**config.mk**
```make
export PLATFORM = sky130hd
export DESIGN_NAME = video_pattern_gen
export DESIGN_NICKNAME = d
export VERILOG_FILES = /design/src/rtl/video_pattern_gen_pkg.sv /design/src/rtl/video_pattern_gen_timing_ctr.sv /design/src/rtl/video_pattern_gen.sv
export SDC_FILE = /design/constraint.sdc
export NUM_CORES = 1
export LEC_CHECK = 0
export BUFFER_PORTS_ARGS = -buffer_cell sky130_fd_sc_hd__buf_2
export CELL_PAD_IN_SITES_DETAIL_PLACEMENT = 0
export CELL_PAD_IN_SITES_GLOBAL_PLACEMENT = 1
export CORE_MARGIN = 3
export CORE_UTILIZATION = 23
export CTS_CLUSTER_DIAMETER = 50
export CTS_CLUSTER_SIZE = 40
export DETAILED_ROUTE_END_ITERATION = 10
export GPL_TIMING_DRIVEN = 0
export PLACE_DENSITY = 0.56
export SLEW_MARGIN = 20
export SYNTH_ARGS = -nofsm -noshare
export SYNTH_HDL_FRONTEND = slang
export SYNTH_SLANG_ARGS = --single-unit
```
**constraint.sdc**
```tcl
create_clock -name pixel_clk -period 3.4 [get_ports pixel_clk]
set_input_delay 0.51 -clock pixel_clk [delete_from_list [all_inputs] [get_ports pixel_clk]]
set_output_delay 0.51 -clock pixel_clk [all_outputs]
set_load 0.005 [all_outputs]
```
**src/rtl/video_pattern_gen_pkg.sv**
```systemverilog
// Shared video definitions: pattern encodings, colour-bar palette and
// 1280x720@60 timing used as parameter defaults.
package video_pattern_gen_pkg;

  typedef enum logic [1:0] {
    PAT_BAR   = 2'd0,
    PAT_RAMP  = 2'd1,
    PAT_CHECK = 2'd2,
    PAT_SOLID = 2'd3
  } pattern_e;

  // Bar colours as {R,G,B} on/off masks, expanded to DATA_W by the user.
  localparam logic [2:0] COL_WHITE   = 3'b111;
  localparam logic [2:0] COL_YELLOW  = 3'b110;
  localparam logic [2:0] COL_CYAN    = 3'b011;
  localparam logic [2:0] COL_GREEN   = 3'b010;
  localparam logic [2:0] COL_MAGENTA = 3'b101;
  localparam logic [2:0] COL_RED     = 3'b100;
  localparam logic [2:0] COL_BLUE    = 3'b001;
  localparam logic [2:0] COL_BLACK   = 3'b000;

  localparam int VID_H_SYNC   = 40;
  localparam int VID_H_BP     = 220;
  localparam int VID_H_ACTIVE = 1280;
  localparam int VID_H_FP     = 110;
  localparam int VID_V_SYNC   = 5;
  localparam int VID_V_BP     = 20;
  localparam int VID_V_ACTIVE = 720;
  localparam int VID_V_FP     = 5;

  function automatic logic [2:0] bar_mask(input logic [2:0] idx);
    logic [2:0] m;
    case (idx)
      3'd0:    m = COL_WHITE;
      3'd1:    m = COL_YELLOW;
      3'd2:    m = COL_CYAN;
      3'd3:    m = COL_GREEN;
      3'd4:    m = COL_MAGENTA;
      3'd5:    m = COL_RED;
      3'd6:    m = COL_BLUE;
      default: m = COL_BLACK;
    endcase
    return m;
  endfunction

endpackage

```
**src/rtl/video_pattern_gen_timing_ctr.sv**
```systemverilog
// video_timing_ctr: raster counters, registered sync/de/position outputs,
// plus the pre-register position view the pattern logic registers from.
module video_timing_ctr
  import video_pattern_gen_pkg::*;
#(
  parameter int   H_SYNC   = VID_H_SYNC,
  parameter int   H_BP     = VID_H_BP,
  parameter int   H_ACTIVE = VID_H_ACTIVE,
  parameter int   H_FP     = VID_H_FP,
  parameter int   V_SYNC   = VID_V_SYNC,
  parameter int   V_BP     = VID_V_BP,
  parameter int   V_ACTIVE = VID_V_ACTIVE,
  parameter int   V_FP     = VID_V_FP,
  parameter logic SYNC_POL = 1'b1
) (
  input  logic        i_pixel_clk,
  input  logic        i_reset,
  input  logic        i_en,
  output logic        o_hs,
  output logic        o_vs,
  output logic        o_de,
  output logic [10:0] o_xpos,
  output logic [10:0] o_ypos,
  output logic        o_frame_start,
  output logic        o_pre_de,
  output logic [10:0] o_pre_xpos,
  output logic [10:0] o_pre_ypos,
  output logic        o_pre_origin
);

  localparam int H_TOTAL = H_SYNC + H_BP + H_ACTIVE + H_FP;
  localparam int V_TOTAL = V_SYNC + V_BP + V_ACTIVE + V_FP;
  localparam int HW = $clog2(H_TOTAL + 1);
  localparam int VW = $clog2(V_TOTAL + 1);

  localparam logic [HW-1:0] H_LAST = HW'(H_TOTAL - 1);
  localparam logic [HW-1:0] H_SE   = HW'(H_SYNC);
  localparam logic [HW-1:0] H_AS   = HW'(H_SYNC + H_BP);
  localparam logic [HW-1:0] H_AE   = HW'(H_SYNC + H_BP + H_ACTIVE);
  localparam logic [VW-1:0] V_LAST = VW'(V_TOTAL - 1);
  localparam logic [VW-1:0] V_SE   = VW'(V_SYNC);
  localparam logic [VW-1:0] V_AS   = VW'(V_SYNC + V_BP);
  localparam logic [VW-1:0] V_AE   = VW'(V_SYNC + V_BP + V_ACTIVE);

  logic [HW-1:0] r_h;
  logic [VW-1:0] r_v;
  logic          w_de;
  logic          w_origin;
  logic [10:0]   w_x;
  logic [10:0]   w_y;

  assign w_de     = (r_h >= H_AS) && (r_h < H_AE) && (r_v >= V_AS) && (r_v < V_AE);
  assign w_origin = (r_h == '0) && (r_v == '0);
  assign w_x      = w_de ? 11'(r_h - H_AS) : 11'd0;
  assign w_y      = w_de ? 11'(r_v - V_AS) : 11'd0;

  assign o_pre_de     = w_de;
  assign o_pre_xpos   = w_x;
  assign o_pre_ypos   = w_y;
  assign o_pre_origin = i_en && w_origin;

  // Disabled behaves like reset except the pattern latch, which the top keeps.
  always_ff @(posedge i_pixel_clk) begin
    if (i_reset || !i_en) begin
      r_h           <= '0;
      r_v           <= '0;
      o_hs          <= ~SYNC_POL;
      o_vs          <= ~SYNC_POL;
      o_de          <= 1'b0;
      o_xpos        <= '0;
      o_ypos        <= '0;
      o_frame_start <= 1'b0;
    end else begin
      o_hs          <= (r_h < H_SE) ? SYNC_POL : ~SYNC_POL;
      o_vs          <= (r_v < V_SE) ? SYNC_POL : ~SYNC_POL;
      o_de          <= w_de;
      o_xpos        <= w_x;
      o_ypos        <= w_y;
      o_frame_start <= w_origin;
      if (r_h == H_LAST) begin
        r_h <= '0;
        r_v <= (r_v == V_LAST) ? '0 : r_v + 1'b1;
      end else begin
        r_h <= r_h + 1'b1;
      end
    end
  end

endmodule

```
**src/rtl/video_pattern_gen.sv**
```systemverilog
// Test-pattern video source: colour bars, grey ramp, checkerboard or solid
// colour, with the selection latched once per frame at the raster origin.
module video_pattern_gen
  import video_pattern_gen_pkg::*;
#(
  parameter int   H_SYNC     = VID_H_SYNC,
  parameter int   H_BP       = VID_H_BP,
  parameter int   H_ACTIVE   = VID_H_ACTIVE,
  parameter int   H_FP       = VID_H_FP,
  parameter int   V_SYNC     = VID_V_SYNC,
  parameter int   V_BP       = VID_V_BP,
  parameter int   V_ACTIVE   = VID_V_ACTIVE,
  parameter int   V_FP       = VID_V_FP,
  parameter logic SYNC_POL   = 1'b1,
  parameter int   DATA_W     = 8,
  parameter int   CHECK_LOG2 = 5
) (
  input  logic                  pixel_clk,
  input  logic                  reset,
  input  logic                  en,
  input  logic [1:0]            pattern_sel,
  input  logic [3*DATA_W-1:0]   solid_rgb,
  output logic                  video_hs,
  output logic                  video_vs,
  output logic                  video_de,
  output logic [3*DATA_W-1:0]   video_rgb,
  output logic [10:0]           pixel_xpos,
  output logic [10:0]           pixel_ypos,
  output logic                  frame_start
);

  localparam int BAR_W = H_ACTIVE / 8;

  logic                w_pre_de;
  logic                w_pre_origin;
  logic [10:0]         w_pre_x;
  logic [10:0]         w_pre_y;
  pattern_e            r_pat;
  logic [3*DATA_W-1:0] r_solid;
  logic [3*DATA_W-1:0] r_rgb;
  pattern_e            w_pat;
  logic [3*DATA_W-1:0] w_solid;
  logic [10:0]         w_bar;
  logic [2:0]          w_mask;
  logic [3*DATA_W-1:0] w_pix;

  video_timing_ctr #(
    .H_SYNC(H_SYNC), .H_BP(H_BP), .H_ACTIVE(H_ACTIVE), .H_FP(H_FP),
    .V_SYNC(V_SYNC), .V_BP(V_BP), .V_ACTIVE(V_ACTIVE), .V_FP(V_FP),
    .SYNC_POL(SYNC_POL)
  ) u_timing (
    .i_pixel_clk   (pixel_clk),
    .i_reset       (reset),
    .i_en          (en),
    .o_hs          (video_hs),
    .o_vs          (video_vs),
    .o_de          (video_de),
    .o_xpos        (pixel_xpos),
    .o_ypos        (pixel_ypos),
    .o_frame_start (frame_start),
    .o_pre_de      (w_pre_de),
    .o_pre_xpos    (w_pre_x),
    .o_pre_ypos    (w_pre_y),
    .o_pre_origin  (w_pre_origin)
  );

  // At the origin the freshly sampled selection applies to that same pixel.
  assign w_pat   = w_pre_origin ? pattern_e'(pattern_sel) : r_pat;
  assign w_solid = w_pre_origin ? solid_rgb : r_solid;

  always_comb begin
    w_bar  = w_pre_x / 11'(BAR_W);
    w_mask = bar_mask((w_bar > 11'd7) ? 3'd7 : w_bar[2:0]);
    w_pix  = '0;
    case (w_pat)
      PAT_BAR:   w_pix = {{DATA_W{w_mask[2]}}, {DATA_W{w_mask[1]}}, {DATA_W{w_mask[0]}}};
      PAT_RAMP:  w_pix = {3{w_pre_x[DATA_W-1:0]}};
      PAT_CHECK: w_pix = {(3*DATA_W){w_pre_x[CHECK_LOG2] ^ w_pre_y[CHECK_LOG2]}};
      PAT_SOLID: w_pix = w_solid;
      default:   w_pix = '0;
    endcase
  end

  always_ff @(posedge pixel_clk) begin
    if (reset) begin
      r_pat   <= PAT_BAR;
      r_solid <= '0;
      r_rgb   <= '0;
    end else begin
      if (w_pre_origin) begin
        r_pat   <= pattern_e'(pattern_sel);
        r_solid <= solid_rgb;
      end
      r_rgb <= (en && w_pre_de) ? w_pix : '0;
    end
  end

  assign video_rgb = r_rgb;

endmodule

```
==> flow_metrics.tcl <==
set metrics [dict create \
    setup-violations-final 0 \
    htree_levels 3 \
    grt_overflow 0 \
    setup_ws_ns 0.198 \
    ir_worst_vdd_mv 0.226 \
    grt_max_degree 19 \
    postSynthCellCount 537 \
    min_period_ns 3.20 \
    slew_headroom_pct 42.0 \
    post-place-ws_ns -0.389 \
    fin_crit_sh_pct 94.2 \
    power_leakage_nw 2.39 \
    netlist_area_um2 4620 \
    synth.most_common_cell "dfxtp_1" \
    clkTransAtPathRegs_ns 0.08 \
    power_density_nw_per_um2 407 \
    ys_seq_elements 97 \
    cts_root_buf "clkbuf_16" \
    tightest_slew_ns 0.863 \
    syn_area_per_cell_um2 8.60 \
    dr.max_layer_used "met4" \
    drv_slew 0 \
    drt-total-wl_mm 14.7 \
    synth_edf_count 0 \
    clk_latency_ns 0.36 \
    path_class "flip-flop to flip-flop" \
    io_pins 79 \
    postRouteAntennaNets 0 \
    cp-start-kind "flip-flop" \
    grt_pass1_vias 4245 \
    cp.arrival_ns 3.49 \
    skew_ns 0.0134 \
    setup_tns_ns 0 \
    synth_top_area_share_pct 42.0 \
    ys_warn_count 0 \
    dp_hpwl_mm 11.1 \
    min_path_type "primary input to flip-flop" \
    drt_iter0_markers 297 \
    drt-vias-per-instance 4.73 \
    wl_per_cell_um 16.3 \
    placedInstanceArea_um2 5340 \
    synth_area_leader_cell "dfxtp_1" \
    finalHoldViolations 0 \
    vias 4246 \
    grt_usage_pct 13.7 \
    synthArstFlopShare_pct 0 \
    total_power_mw 2.31 \
    port_buffers 78 \
    firstDrtPassIters 7 \
    antennaDiodeCount 0 \
    die_area_um2 21800 \
    fin_util_pct 29.0 \
    dr_wl_met3_um 771 \
    critPathCaptureType "flip-flop" \
    die_y_um 148 \
    rsz0062_at_grt "no" \
    route.met2.wl_mm 6.41 \
    status "finished clean" \
    drive_above_1_share_pct 19.3 \
    required_ns 3.69 \
    grt_first_pass_wirelength_mm 23.7 \
    cap_violations 0 \
    cts_tree "yes" \
    cts_buffer_depth 2 \
    fillers 2136 \
    initial_core_util_pct 23.6 \
    clock_sinks 97 \
    gp_congestion 0.893 \
    finalNetCount 667 \
    design_area_um2 5690 \
    yosysSeqAreaShare_pct 42.0 \
    synth_area_leaders "dfxtp_1 (42%), nor2_1 (7.3%), mux2i_1 (6.3%)" \
    synth_nets 576 \
    drc 0 \
    core_area_um2 19600 \
    fin_cells 898 \
    max_freq_mhz 312 \
    die_w_um 148 \
    drt-met1-wl_mm 7.31 \
    dp_cells 880 \
    synth-main-ff-cell "dfxtp_1" \
    num_rows 51 \
    cts_buffers 9 \
    synth.distinct_cells 64 \
    syn2layout_area_growth_pct 23.1 \
    hold_slack_ns 0.417 \
    antenna_found_initial 0 \
    crit_fanout 10 \
    yosys-top-cells-count "dfxtp_1 (97), nor2_1 (90), clkbuf_1 (33)" \
]
[flip-flops by register name, indices dropped and copies added, names as in the netlist, 2 cells and up]
name             cells
r_solid             24
video_rgb           24
u_timing.o_xpos     11
u_timing.o_ypos     11
u_timing.r_h        11
u_timing.r_v        10
r_pat                2
[timing repair]
| item | 4_1_cts | 5_1_grt |
|---|---|---|
| endpoints found under the setup margin | 27 | 23 |
| pin swaps | 0 | 2 |
| setup buffers | 0 | 2 |
| hold buffers | 0 | 0 |
| resized for setup | 5 | 15 |
| cloned | 0 | 0 |
[worst paths after layout]
kind	from	to	slack, ns	cells past startpoint
worst min register to register	u_timing.r_h[0]	u_timing.r_h[0]	0.49	1
worst max-delay path	u_timing.r_h[3]	video_rgb[7]	0.20	9
worst max register to register	u_timing.r_h[3]	video_rgb[7]	0.20	9
worst min-delay path	solid_rgb[21]	r_solid[21]	0.42	3
[report_power, final]
group | internal, mW | switching, mW
logic | 0.0576 | 0.0925
registers | 1.16 | 0.00766
clock network | 0.510 | 0.487
[worst max-delay path: stages, from the launching register on]
cell and delay, ns:
dfxtp_1 0.32, clkbuf_2 0.19, or2_2 0.33, clkbuf_1 0.24
o21ai_1 0.62, a31oi_1 0.18, nor4b_1 0.59, nand3b_1 0.14
a211o_1 0.39, o21ai_1 0.14
[cell usage in the layout, fill, tap and decap left out, types with 12 or more instances in the layout]
master,Yosys,routed
nand4_1,12,12
dfxtp_1,97,97
xnor2_1,16,16
a21oi_1,27,27
mux2i_1,29,29
o22ai_1,12,12
clkbuf_1,33,26
nand2_1,30,29
buf_2,3,81
nor3_1,16,16
nor2_1,90,90
o21ai_0,18,17
xor2_1,12,12
[metal layers]
| layer | up-vias | track usage [%] |
|---|---|---|
| li1 | 2096 | - |
| met1 | 2009 | 20.0 |
| met2 | 128 | 20.5 |
| met3 | 13 | 3.13 |
| met4 | 0 | 3.36 |
| met5 | - | 0 |
[kinds of logic (layout without fill, tap and decap cells)]
group	after synthesis	in the layout	synth area share [%]
flops	97	97	42.0
fa+ha+maj	10	10	2.71
buf+inv	47	143	3.90
compound gates	113	113	16.6
mux	29	29	6.28
simple gates	213	213	23.2
xor+xnor	28	28	5.31
[cell type report]
type,instances,area (um2),area share [%]
Clock buffer,9,225,3.96
Multi-Input combinational cell,393,2530,44.5
Tap cell,265,332,5.83
Buffer,38,155,2.73
Sequential cell,97,1940,34.2
Timing Repair Buffer,80,405,7.13
Clock inverter,7,60.1,1.06
Inverter,9,33.8,0.594
Note: power is estimated with default switching activity, not from simulation.
